## src/rtl/elementwise_seq.sv

```systemverilog
// elementwise_seq: command sequencer streaming vectors buffer -> elementwise array -> buffer (optional macro ELEMENTWISE_SEQ_PERF_EN adds perf_cycles).
// Latency: len>0 -> len+1+EW_LAT busy cycles then one done cycle; len==0 -> done in the cycle after accept.
// Backpressure: cmd_ready only in IDLE, one command in flight; no stall path once a command runs.
module elementwise_seq #(
    parameter int AW     = 8,
    parameter int LW     = 8,
    parameter int EW_LAT = 2
) (
    input  logic          clk,
    input  logic          reset,
    input  logic          cmd_valid,
    output logic          cmd_ready,
    input  logic [3:0]    cmd_func,
    input  logic [AW-1:0] cmd_src,
    input  logic [AW-1:0] cmd_dst,
    input  logic [LW-1:0] cmd_len,
    output logic          buf_rd_en,
    output logic [AW-1:0] buf_rd_addr,
    output logic          ew_en,
    output logic [3:0]    ew_func,
    output logic          buf_wr_en,
    output logic [AW-1:0] buf_wr_addr,
    output logic          busy,
    output logic          done
`ifdef ELEMENTWISE_SEQ_PERF_EN
    ,
    output logic [31:0]   perf_cycles
`endif
);

    // Write tracking depth: one cycle of buffer read latency plus the array latency.
    localparam int PD = EW_LAT + 1;

    localparam logic [1:0] IDLE  = 2'd0;
    localparam logic [1:0] RUN   = 2'd1;
    localparam logic [1:0] DRAIN = 2'd2;
    localparam logic [1:0] DONE  = 2'd3;

    logic [1:0]    state;
    logic [1:0]    state_nxt;
    logic [3:0]    func_q;
    logic [AW-1:0] src_q;
    logic [AW-1:0] dst_q;
    logic [LW-1:0] len_q;
    logic [LW-1:0] cnt;
    logic [AW-1:0] cnt_a;
    logic          accept;
    logic          last_issue;
    logic          drain_end;
    logic [PD-1:0] wr_vld;
    logic [AW-1:0] wr_addr [PD];

    assign accept     = cmd_valid && cmd_ready;
    assign cnt_a      = AW'(cnt);
    assign last_issue = (state == RUN) && (cnt == len_q - LW'(1));
    // In DRAIN no new reads enter, so the last write is the one with nothing behind it.
    assign drain_end  = wr_vld[PD-1] && (wr_vld[PD-2:0] == '0);

    // Next-state selection for the command FSM.
    always_comb begin
        state_nxt = state;
        case (state)
            IDLE:    if (accept) state_nxt = (cmd_len == '0) ? DONE : RUN;
            RUN:     if (last_issue) state_nxt = DRAIN;
            DRAIN:   if (drain_end) state_nxt = DONE;
            DONE:    state_nxt = IDLE;
            default: state_nxt = IDLE;
        endcase
    end

    // State, latched command fields and the read issue counter.
    always_ff @(posedge clk or posedge reset) begin
        if (reset) begin
            state  <= IDLE;
            func_q <= '0;
            src_q  <= '0;
            dst_q  <= '0;
            len_q  <= '0;
            cnt    <= '0;
        end else begin
            state <= state_nxt;
            if (accept) begin
                func_q <= cmd_func;
                src_q  <= cmd_src;
                dst_q  <= cmd_dst;
                len_q  <= cmd_len;
                cnt    <= '0;
            end else if ((state == RUN) && !last_issue) begin
                cnt <= cnt + LW'(1);
            end
        end
    end

    // Valid/address shift pipeline that turns each read into its delayed write.
    always_ff @(posedge clk or posedge reset) begin
        if (reset) begin
            wr_vld <= '0;
            for (int i = 0; i < PD; i++) wr_addr[i] <= '0;
        end else begin
            wr_vld     <= {wr_vld[PD-2:0], buf_rd_en};
            wr_addr[0] <= dst_q + cnt_a;
            for (int i = 1; i < PD; i++) wr_addr[i] <= wr_addr[i-1];
        end
    end

`ifdef ELEMENTWISE_SEQ_PERF_EN
    // Busy-cycle counter of the latest command, cleared at accept and saturating.
    always_ff @(posedge clk or posedge reset) begin
        if (reset) begin
            perf_cycles <= '0;
        end else if (accept) begin
            perf_cycles <= '0;
        end else if (busy && (perf_cycles != '1)) begin
            perf_cycles <= perf_cycles + 32'd1;
        end
    end
`endif

    assign cmd_ready   = (state == IDLE);
    assign busy        = (state == RUN) || (state == DRAIN);
    assign ew_en       = busy;
    assign ew_func     = (state == IDLE) ? 4'd0 : func_q;
    assign done        = (state == DONE);
    assign buf_rd_en   = (state == RUN);
    assign buf_rd_addr = buf_rd_en ? (src_q + cnt_a) : '0;
    assign buf_wr_en   = wr_vld[PD-1];
    assign buf_wr_addr = buf_wr_en ? wr_addr[PD-1] : '0;

endmodule

```

## config.mk

```make
export PLATFORM = sky130hd
export DESIGN_NAME = elementwise_seq
export DESIGN_NICKNAME = d
export VERILOG_FILES = /design/src/rtl/elementwise_seq.sv
export SDC_FILE = /design/constraint.sdc
export NUM_CORES = 1
export LEC_CHECK = 0
export CAP_MARGIN = 40
export CELL_PAD_IN_SITES_DETAIL_PLACEMENT = 0
export CELL_PAD_IN_SITES_GLOBAL_PLACEMENT = 1
export CORE_MARGIN = 5
export CORE_UTILIZATION = 40
export CTS_CLUSTER_SIZE = 28
export DETAILED_ROUTE_END_ITERATION = 8
export PLACE_DENSITY_LB_ADDON = 0.1
export SLEW_MARGIN = 20
export SYNTH_ARGS = -nofsm -noshare
export SYNTH_HDL_FRONTEND = slang
export SYNTH_SLANG_ARGS = --single-unit
```

## constraint.sdc

```tcl
create_clock -name clk -period 2.6 [get_ports clk]
set_input_delay 0.52 -clock clk [delete_from_list [all_inputs] [get_ports clk]]
set_output_delay 0.52 -clock clk [all_outputs]
set_load 0.1 [all_outputs]
```

Yosys cells after proc, flatten, opt, wreduce, memory -nomap -nowiden --
Cells that the tools add are included.
Cells by class: div/mod/pow operators 0, add/subtract/negate cells 4, mux-type cells 10, reduce and logical (&&, ||, !) cells 11, equality and inequality tests 7, multiply operators 0, bitwise logic cells 0, magnitude comparators 0, shift-type cells 0
Operators by type and width (count):
- 2-to-1 mux 8 bit | 4
- adder 8 bit | 2
- adder 8 x 1 -> 8 bit (second input constant) | 1
- == test 8 bit | 1
- logical NOT 8 bit | 1
- 2-to-1 mux 2 bit | 4
- one-hot mux 2 bit (4 select lines) | 1
- subtractor 8 x 1 -> 8 bit (second input constant) | 1
- == test 2 bit (second input constant) | 2
- logical AND 1 bit | 4
- logical NOT 2 bit | 2
- 2-to-1 mux 4 bit | 1
- inequality test 2 x 1 -> 1 bit (second input constant) | 2
- AND reduction 3 bit | 1
- == test 2 x 1 -> 1 bit (second input constant) | 1
- inequality test 2 bit (second input constant) | 1
- nonzero test 2 bit | 1
- logical NOT 1 bit | 1
- logical OR 1 bit | 1
Word-level totals: bits in read-only memories 0, register bits after elaboration 65, bits in latches 0, memories kept 0, input bits 31, output and inout port bits 26, bits in writable memories 0, logic and storage cells 42

Logic depth before layout (Yosys ltp) --
depth in word-level cells 7, gate-level depth with buffers 10

Worst setup path before layout --
OpenSTA, ideal clock, no wires.
path kind flip-flop to output port, start point reg state[1], end point out buf_rd_addr[7], data arrival time 3242 ps, buffers on the path 1, setup slack -1162 ps, cell stages (with the launch flop) 6, cell sequence dfrtp_1 > inv_1 > ha_1 > clkbuf_1 > clkinv_2 > a21oi_1
Between the ends: word-level cells in the longest chain between the ends 2
RTL lines:
- start, declared | line 39 | logic [1:0] state;
- start signal, assigned | line 81 | state <= state_nxt;
- == test 2 x 1 -> 1 bit | line 124 | assign buf_rd_en = (state == RUN);
- named net buf_rd_en | line 17 | output logic buf_rd_en,
- 2-to-1 mux 8 bit | line 125 | assign buf_rd_addr = buf_rd_en ? (src_q + cnt_a) : '0;
- end, declared | line 18 | output logic [AW-1:0] buf_rd_addr,
The timed path passes the listed nets, and every way through them passes these cells.

Worst setup path in the final report --
start point reg cnt[0], end point out buf_rd_addr[6]
Between the ends: word-level cells in the longest chain between the ends 2
RTL lines:
- start, declared | line 45 | logic [LW-1:0] cnt;
- start signal, assigned | line 89 | cnt <= cnt + LW'(1);
- adder 8 bit | line 125
- 2-to-1 mux 8 bit | line 125
No other way between the ends.

==> results_dict.tcl <==
set metrics [dict create \
    synth_warnings 0 \
    final-hold-violation-count 0 \
    failed_checks "setup timing" \
    worstSetupStartpointType "flop" \
    synth_edf_count 0 \
    dp.cells 502 \
    post-route-util_pct 56.2 \
    rsz0062_at_grt "true" \
    power_frac_comb_pct 3.6 \
    yosysSeqAreaShare_pct 49.6 \
    switching_power_mw 0.457 \
    endpoint_kind "output port" \
    r2r_end "cnt[5]$_DFFE_PP0P_" \
    portBuffers 56 \
    fin_skew_ns 0.0104 \
    p_leak_nw 2.16 \
    synth_ff_type "dfrtp_1" \
    start_util_pct 40.5 \
    tightest_slew_ns 0.628 \
    cp_max_fo 2 \
    synth_area_um2 3280 \
    synthDistinctLibCells 46 \
    drt_wl_total_mm 7.37 \
    async_reset_ff_share_pct 100 \
    drt_iter0_drc 99 \
    num_io_pins 57 \
    hpwl_mm 5.36 \
    grt_pass1_vias 2484 \
    area_growth_pct 38.7 \
    clockBufferDepth 2 \
    r2r_slack_ns 0.11 \
    fill_cells 779 \
    cts.clk_slew.worst_paths_ns 0.08 \
    synthCells 335 \
    finalCriticalPeriod_ns 2.88 \
    max_freq_mhz 348 \
    slew_viol_final 0 \
    arrival_ns 2.36 \
    vias 2568 \
    grt_max_degree 49 \
    setup_slack_ns -0.276 \
    stdcell_count 524 \
    fp.dieW_um 101 \
    fp.dieH_um 101 \
    gp_congestion 0.846 \
    pre_cts_ws_ns 0.0923 \
    antenna_cells 0 \
    dieArea_um2 10100 \
    p_sw_share_pct 23.0 \
    antenna_found_initial 0 \
    status "finished, violations left" \
    hp-start "wr_addr[19]$_DFF_PP0_" \
    vias_per_cell 4.90 \
    route.detailed.drc 0 \
    synth_most_common_cell "nand2_1" \
    synth_commonest_cells "89 x nand2_1, 65 x dfrtp_1, 20 x ha_1" \
    hold_depth 0 \
    ys_ff_latch 65 \
    clkSinkCount 65 \
    seq_power_share_pct 50.7 \
    p_int_mw 1.53 \
    synth_area_per_cell_um2 9.78 \
    critPathKind "reg2out" \
    grt_overflow 0 \
    synthesis.nets 388 \
    clkLatencyLatePin_ns 0.35 \
    rr_startpoint "len_q[1]$_DFFE_PP0P_" \
    holdBufCountCts 0 \
    core_um2 8090 \
    cp-startpoint "cnt[0]$_DFFE_PP0P_" \
    htreeDepth 3 \
    r2r_cells 11 \
    worst_ep_required_time_ns 2.08 \
    synth_area_leaders "dfrtp_1 50%, nand2_1 10%, ha_1 7.6%" \
    grt.total_usage_pct 15.5 \
    cap_violations 0 \
    rows 33 \
    holdPathEnd "wr_addr[11]$_DFF_PP0_" \
    vdd_drop_max_mv 0.231 \
    drive_above_1_share_pct 23.4 \
    synth_top_area_cell "dfrtp_1" \
    fin_setup_tns_ns -0.645 \
    clock_power_share_pct 45.7 \
    setup_viol 3 \
    synth_top_area_share_pct 49.6 \
    p_per_area_nw_per_um2 438 \
    fin_crit_sh_pct 111 \
    cts_tree "done" \
    root_buffer "clkbuf_8" \
    hold_path.class "reg2reg" \
    wl_per_cell_um 14.1 \
    max_slew_margin_pct 58.1 \
    dr.pass1.iters 4 \
    grt_pass1_wl_mm 12.1 \
    ant_nets 0 \
    numCtsBuffers 9 \
    layout.nets 467 \
]
==> power by group through the flow <==
stage                     Combinational [mW]  Clock (mW)  Sequential (mW)
after CTS                             0.0732       0.929             1.01
after global routing                  0.0789       0.977             1.01
after global placement                0.0734           0             1.03
after floorplan                       0.0158           0             1.03
final                                 0.0711       0.910             1.01
after detailed placement              0.0731           0             1.03
==> worst max-delay path: stages, from the launching register on <==
cell,delay (ns)
dfrtp_1,0.39
ha_2,0.20
fa_2,0.35
a21o_1,0.17
a21oi_2,0.15
o21bai_1,0.08
a21oi_1,0.16
xor2_1,0.25
nor2_4,0.07
buf_12,0.17
==> how the worst max path moves through the flow <==
| stage | endpoint | slack [ns] | depth (start not counted) |
|---|---|---|---|
| after floorplan | ew_func[0] | -0.09 | 4 |
| after global placement | buf_rd_addr[6] | 0.12 | 9 |
| after detailed placement | buf_rd_addr[7] | 0.09 | 8 |
| after CTS | buf_rd_addr[6] | -0.30 | 9 |
| after global routing | buf_rd_addr[6] | -0.39 | 9 |
| final | buf_rd_addr[6] | -0.28 | 9 |
==> logic make-up after synthesis <==
group | after synthesis | synth area share (%)
compound gates | 49 | 10.2
xor+xnor | 22 | 5.88
fa+ha+maj | 22 | 8.86
buf+inv | 26 | 3.63
flops | 65 | 49.6
mux | 1 | 0.305
simple gates | 150 | 21.5
==> area by class of cell <==
cell class | count | area, um2 | area share (%)
Multi-Input combinational cell | 244 | 1670 | 36.6
Inverter | 13 | 50.0 | 1.10
Sequential cell | 65 | 1630 | 35.8
Tap cell | 105 | 131 | 2.89
Timing Repair Buffer | 81 | 858 | 18.9
Clock inverter | 6 | 72.6 | 1.60
Clock buffer | 10 | 138 | 3.03
==> layer usage <==
metal / up-vias / share of wire, % / global-route usage (%) / wire, um
met3: 7 / 5.0 / 4.36 / 367
li1: 1276 / - / - / -
met2: 59 / 46 / 23.8 / 3410
met4: 0 / 2.0 / 5.39 / 148
met5: - / 0 / 0 / 0
met1: 1226 / 47 / 21.0 / 3450
==> per-stage QoR <==
step | hold slack, ns | area (um2) | power [mW]
floorplan | 0.331 | 3370 | 1.05
global placement | 0.332 | 4250 | 1.10
detailed placement | 0.336 | 4250 | 1.10
CTS | 0.354 | 4470 | 2.01
global route | 0.363 | 4540 | 2.07
finish | 0.351 | 4540 | 1.99
==> sequential cells by signal (all words and copies together), names as in the netlist <==
name	count
cnt	8
len_q	8
wr_addr	24
state	2
dst_q	8
src_q	8
wr_vld	3
func_q	4
==> cells in the final DEF (no fill, tap or decap), drive strengths merged, types with 2 or more instances in the layout <==
cell type / instances
or4: 4
nand2b: 4
buf: 51
xnor2: 13
and2: 11
nand4b: 2
inv: 15
nand2: 89
or3: 4
clkdlybuf4s50: 30
nor2b: 7
a21o: 4
clkbuf: 10
a211oi: 2
xor2: 9
clkinv: 2
o21a: 2
o31ai: 5
nor4: 3
nand4: 4
o21bai: 4
a21oi: 15
dfrtp: 65
fa: 2
nor3: 4
ha: 20
o21ai: 10
nor2: 14
==> repair_timing <==
item / CTS / global route
gates resized for setup: 1 / 7
pin swaps: 4 / 11
endpoints found under the setup margin: 3 / 7
gates cloned: 0 / 0
setup buffers: 1 / 5
Power figures use the tool's default switching activity.
